<file path="src/rtl/wb_periph_arb_pkg.sv">
// Shared encodings and the arbitration function for the two-master peripheral bus arbiter.
// Grant values are one-hot {m1,m0}; state values match the documented encoding.
package wb_periph_arb_pkg;

    localparam logic [1:0] ST_IDLE = 2'd0;
    localparam logic [1:0] ST_GNT0 = 2'd1;
    localparam logic [1:0] ST_GNT1 = 2'd2;

    localparam logic [1:0] GNT_NONE = 2'b00;
    localparam logic [1:0] GNT_M0   = 2'b01;
    localparam logic [1:0] GNT_M1   = 2'b10;

    localparam int unsigned TIMEOUT_CYCLES_DEF = 255;

    typedef enum logic [1:0] {
        S_IDLE = ST_IDLE,
        S_GNT0 = ST_GNT0,
        S_GNT1 = ST_GNT1
    } arb_state_e;

    // last_gnt = 1 means master 1 held the bus most recently, so master 0 wins a tie.
    function automatic arb_state_e arb(input logic r0, input logic r1, input logic last_gnt);
        arb_state_e nxt;
        nxt = S_IDLE;
        if (r0 && r1) begin
            nxt = last_gnt ? S_GNT0 : S_GNT1;
        end else if (r0) begin
            nxt = S_GNT0;
        end else if (r1) begin
            nxt = S_GNT1;
        end
        return nxt;
    endfunction

endpackage

</file>
<file path="src/rtl/wb_arb_timeout.sv">
// Wait-state watchdog: counts stalled strobe cycles and raises a one-cycle error at the limit.
// After the error the strobe stays blocked until the arbiter changes state.
module wb_arb_timeout
    import wb_periph_arb_pkg::*;
#(
    parameter int unsigned TIMEOUT_CYCLES = TIMEOUT_CYCLES_DEF
) (
    input  logic clk_i,
    input  logic rst_i,
    input  logic clr_i,
    input  logic stall_i,
    input  logic ack_i,
    output logic err_o,
    output logic blk_o
);

    localparam logic [7:0] CNT_LAST = 8'(TIMEOUT_CYCLES - 1);

    logic [7:0] cnt_q, cnt_d;
    logic       blk_q, blk_d;

    always_ff @(posedge clk_i) begin
        if (rst_i) begin
            cnt_q <= 8'd0;
            blk_q <= 1'b0;
        end else begin
            cnt_q <= cnt_d;
            blk_q <= blk_d;
        end
    end

    always_comb begin
        cnt_d = cnt_q;
        blk_d = blk_q;
        err_o = stall_i && (cnt_q == CNT_LAST);
        if (clr_i || ack_i) begin
            cnt_d = 8'd0;
        end else if (stall_i && (cnt_q != 8'hFF)) begin
            cnt_d = cnt_q + 8'd1;
        end
        if (clr_i) begin
            blk_d = 1'b0;
        end else if (err_o) begin
            blk_d = 1'b1;
        end
    end

    assign blk_o = blk_q;

endmodule

</file>
<file path="src/rtl/wb_periph_arbiter.sv">
// Two-master Wishbone arbiter (CPU data port = m0, debug/DMA = m1) in front of the peripheral decoder.
// Optional wait-state timeout enabled by defining WB_PERIPH_ARB_TIMEOUT_EN.
module wb_periph_arbiter
    import wb_periph_arb_pkg::*;
#(
    parameter int          AW             = 32,
    parameter int          DW             = 32,
    parameter int unsigned TIMEOUT_CYCLES = TIMEOUT_CYCLES_DEF
) (
    input  logic            wb_clk_i,
    input  logic            wb_rst_i,

    input  logic            m0_cyc_i,
    input  logic            m0_stb_i,
    input  logic            m0_we_i,
    input  logic [AW-1:0]   m0_adr_i,
    input  logic [DW-1:0]   m0_dat_i,
    input  logic [DW/8-1:0] m0_sel_i,
    output logic [DW-1:0]   m0_dat_o,
    output logic            m0_ack_o,
    output logic            m0_err_o,

    input  logic            m1_cyc_i,
    input  logic            m1_stb_i,
    input  logic            m1_we_i,
    input  logic [AW-1:0]   m1_adr_i,
    input  logic [DW-1:0]   m1_dat_i,
    input  logic [DW/8-1:0] m1_sel_i,
    output logic [DW-1:0]   m1_dat_o,
    output logic            m1_ack_o,
    output logic            m1_err_o,

    output logic            s_cyc_o,
    output logic            s_stb_o,
    output logic            s_we_o,
    output logic [AW-1:0]   s_adr_o,
    output logic [DW-1:0]   s_dat_o,
    output logic [DW/8-1:0] s_sel_o,
    input  logic [DW-1:0]   s_dat_i,
    input  logic            s_ack_i,

    output logic [1:0]      gnt_o
);

    arb_state_e state_q, state_d;
    logic       last_gnt_q, last_gnt_d;
    logic       sel0, sel1;
    logic       to_err;
    logic       stb_blk;

    always_ff @(posedge wb_clk_i) begin
        if (wb_rst_i) begin
            state_q    <= S_IDLE;
            last_gnt_q <= 1'b1;
        end else begin
            state_q    <= state_d;
            last_gnt_q <= last_gnt_d;
        end
    end

    // A released master is masked out so a waiting master takes over without an idle cycle.
    always_comb begin
        state_d    = state_q;
        last_gnt_d = last_gnt_q;
        case (state_q)
            S_IDLE: state_d = arb(m0_cyc_i, m1_cyc_i, last_gnt_q);
            S_GNT0: if (!m0_cyc_i) state_d = arb(1'b0, m1_cyc_i, last_gnt_q);
            S_GNT1: if (!m1_cyc_i) state_d = arb(m0_cyc_i, 1'b0, last_gnt_q);
            default: state_d = S_IDLE;
        endcase
        if ((state_d == S_GNT0) && (state_q != S_GNT0)) begin
            last_gnt_d = 1'b0;
        end else if ((state_d == S_GNT1) && (state_q != S_GNT1)) begin
            last_gnt_d = 1'b1;
        end
    end

    // Reset overrides the registered grant so every output is quiet while reset is held.
    assign sel0  = (state_q == S_GNT0) && !wb_rst_i;
    assign sel1  = (state_q == S_GNT1) && !wb_rst_i;
    assign gnt_o = sel1 ? GNT_M1 : (sel0 ? GNT_M0 : GNT_NONE);

    always_comb begin
        s_cyc_o = 1'b0;
        s_stb_o = 1'b0;
        s_we_o  = 1'b0;
        s_adr_o = '0;
        s_dat_o = '0;
        s_sel_o = '0;
        if (sel0) begin
            s_cyc_o = m0_cyc_i;
            s_stb_o = m0_stb_i && !stb_blk;
            s_we_o  = m0_we_i;
            s_adr_o = m0_adr_i;
            s_dat_o = m0_dat_i;
            s_sel_o = m0_sel_i;
        end else if (sel1) begin
            s_cyc_o = m1_cyc_i;
            s_stb_o = m1_stb_i && !stb_blk;
            s_we_o  = m1_we_i;
            s_adr_o = m1_adr_i;
            s_dat_o = m1_dat_i;
            s_sel_o = m1_sel_i;
        end
    end

    assign m0_ack_o = s_ack_i && sel0 && m0_stb_i;
    assign m1_ack_o = s_ack_i && sel1 && m1_stb_i;
    assign m0_dat_o = sel0 ? s_dat_i : '0;
    assign m1_dat_o = sel1 ? s_dat_i : '0;
    assign m0_err_o = sel0 && to_err;
    assign m1_err_o = sel1 && to_err;

`ifdef WB_PERIPH_ARB_TIMEOUT_EN
    wb_arb_timeout #(
        .TIMEOUT_CYCLES (TIMEOUT_CYCLES)
    ) u_timeout (
        .clk_i   (wb_clk_i),
        .rst_i   (wb_rst_i),
        .clr_i   (state_d != state_q),
        .stall_i (s_stb_o && !s_ack_i),
        .ack_i   (s_ack_i),
        .err_o   (to_err),
        .blk_o   (stb_blk)
    );
`else
    assign to_err  = 1'b0;
    assign stb_blk = 1'b0;
`endif

endmodule
</file>
<file path="config.mk">
export PLATFORM = sky130hd
export DESIGN_NAME = wb_periph_arbiter
export DESIGN_NICKNAME = d
export VERILOG_FILES = /design/src/rtl/wb_periph_arb_pkg.sv /design/src/rtl/wb_arb_timeout.sv /design/src/rtl/wb_periph_arbiter.sv
export SDC_FILE = /design/constraint.sdc
export NUM_CORES = 1
export LEC_CHECK = 0
export CAP_MARGIN = 20
export CORE_AREA = 5 5 119 121
export DETAILED_ROUTE_END_ITERATION = 8
export DIE_AREA = 0 0 124 126
export SLEW_MARGIN = 30
export SYNTH_ARGS = -nofsm -noshare
export SYNTH_HDL_FRONTEND = slang
export SYNTH_SLANG_ARGS = --single-unit
</file>
<file path="constraint.sdc">
create_clock -name wb_clk_i -period 1.5 [get_ports wb_clk_i]
set_input_delay 0.225 -clock wb_clk_i [delete_from_list [all_inputs] [get_ports wb_clk_i]]
set_output_delay 0.225 -clock wb_clk_i [all_outputs]
set_load 0.005 [all_outputs]
</file>
==> results.cfg <==
[critical_path]
worst-r2r-setup-slack_ns = 0.12
cp.arrival_ns = 1.52
start_kind = flip-flop
worstSetupStartpoint = state_q[1]$_SDFF_PP0_
reg2reg_from = state_q[1]$_SDFF_PP0_
end_kind = output pin
critical_path_class = reg -> out
reg2regPathDepth = 8
crit_fanout = 5
cp.required_ns = 1.27
rr_endpoint = last_gnt_q$_SDFFE_PP1P_

[global_route]
top_usage_layer = met2
overflow = 0
antenna_found_initial = 0
use_met1_pct = 21.1
grt_usage_pct = 19.1
use_met3_pct = 4.22
grt_use_met2_pct = 35.5
grt_pass1_wl_um = 23100
grt_max_degree = 26
grt_pass1_vias = 3947

[job]
maxCapViolCount = 0

[placement]
hpwl_um = 10300
place_congestion = 0.814
io_buffer_count = 315
place_ws_ns = -0.393

[logic_synthesis]
ys.flop_type = dfxtp_1
synth_most_common_cell = nor2_1
synth_edf_count = 0
synth.largest_area_cell = a22oi_1
async_flop_share_pct = 0
syn_area_mm2 = 0.00169
synth_top_area_share_pct = 31.6
yosysSeqAreaShare_pct = 3.56
synthDistinctLibCells = 20
synth_common_cells = nor2_1, a22oi_1, nand2b_1, buf_4, clkbuf_1
yosys_warnings = 0
ys_ff_latch = 3
yosys-top-cells-area = a22oi_1, nor2_1, nand2b_1, buf_4, buf_6
synthCells = 303
syn_avg_cell_area_um2 = 5.56

[outcome]
status = finished with violations
violations = setup timing

[drt]
drt_iter0_drc = 98
num_vias = 3701
firstDrtPassIters = 4
ant_nets = 0
drcViolationCount = 0
vias_per_cell = 4.47
wl_um = 16300
wire_per_inst_um = 19.6

[sta]
setup_viol = 139
fin_crit_ns = 1.74
min_period_over_period_pct = 116
hold_violations = 0
rsz0062_at_grt = yes
finalWorstSetupSlack_ns = -0.244
clock-skew-final_ns = 0.00212
slew_violations = 0
max_freq_mhz = 573

[finish]
drive_above_1_share_pct = 50.8
area_growth_pct = 267
nets = 830
fin_util_pct = 47.7
diodes = 0

[hold_path]
hold_class = in -> reg
hold_end = state_q[1]$_SDFF_PP0_
hold_depth = 3
holdCritStartpoint = wb_rst_i

[clock_network]
cts_buffers = 3
cts_buffer_depth = 2
clock_latency_ns = 0.22
tritoncts = yes
cts.clk_slew.worst_paths_ns = 0.03
ctsHoldBuffers = 0
clock-sinks = 3
htree_num_levels = 1
cts_root_buf = clkbuf_16

[floorplan]
fp.dieW_um = 124
core-area_mm2 = 0.0130
io_pins = 318
start_util_pct = 13.0
dieArea_mm2 = 0.0156
rows = 42
die_h_um = 126

[pwr]
p_leak_nw = 2.59
power_mw = 2.28
p_per_area_mw_per_mm2 = 369
peakVddDrop_v = 0.000371
[per-stage QoR]
step                std cells  hold slack (ns)  TNS, ns  cell area, um2
floorplan                 304            0.381        0            1690
global placement          772            0.500   -36.32            5040
CTS                       824            0.436   -19.50            5850
global route              828            0.467   -25.24            6190
finish                    828            0.439   -16.93            6190
detailed placement        772            0.514   -39.45            5040
[power by group]
part / leakage, nW / internal, mW / switching [mW]
sequential: 0.0256 / 0.0877 / 0.00657
combinational: 2.52 / 1.06 / 0.708
clock: 0.0382 / 0.351 / 0.0699
[how the worst max path moves through the flow]
stage	to	slack [ns]
floorplan	gnt_o[1]	0.18
global placement	s_dat_o[23]	-0.38
detailed placement	s_adr_o[20]	-0.39
CTS	s_dat_o[21]	-0.25
global route	s_dat_o[20]	-0.30
finish	s_dat_o[21]	-0.24
[per-layer routing]
metal	part of all wire [%]	wire length, um
met5	0	0
met4	2.8	462
met2	54	8730
met1	35	5770
met3	8.0	1290
[state kept, by name, indices dropped and copies added, names as in the netlist]
signal,cells
state_q,2
last_gnt_q,1
[critical path, stage by stage, from the launching register on]
cell	delay [ns]
dfxtp_2	0.32
nor2b_4	0.22
buf_12	0.14
buf_8	0.11
buf_16	0.12
buf_12	0.10
a22oi_2	0.06
nor2_1	0.08
buf_2	0.13
[cell families (layout without fill, tap and decap cells)]
kind of cell | Yosys count | count (layout) | synth area share [%]
other | 1 | 2 | 0.223
flip-flops | 3 | 3 | 3.56
AND/OR/NAND/NOR | 183 | 183 | 47.1
AO/OA/AOI/OAI | 75 | 75 | 33.6
buffers and inverters | 41 | 389 | 15.6
[cells in the final DEF, fill, tap and decap left out, types with 2 or more instances in the layout]
cell,netlist,routed
nor2_2,0,10
buf_16,0,15
buf_6,7,31
nor2_1,139,81
buf_4,12,8
conb_1,1,2
nand2b_1,34,32
nand2b_4,0,2
nor2_4,0,48
nor2b_4,0,2
dfxtp_2,0,2
buf_8,0,8
a22oi_1,71,17
clkdlybuf4s50_1,0,175
a22oi_2,0,54
buf_12,0,21
nor2b_1,5,3
buf_2,8,125
clkbuf_16,0,4
[what timing repair did]
item,in CTS,in global routing
pin swaps,82,61
resized for setup,675,138
setup buffers,28,12
gates cloned,21,1
setup endpoints to repair,139,139
[area by class of cell]
class | count | area, um2
Multi-Input combinational cell | 260 | 2060
Sequential cell | 3 | 62.6
Inverter | 1 | 3.75
Fill cell | 1281 | 6790
Tap cell | 176 | 220
Timing Repair Buffer | 384 | 3760
Clock buffer | 4 | 78.8
No activity file was read; power rests on OpenSTA's default activity.
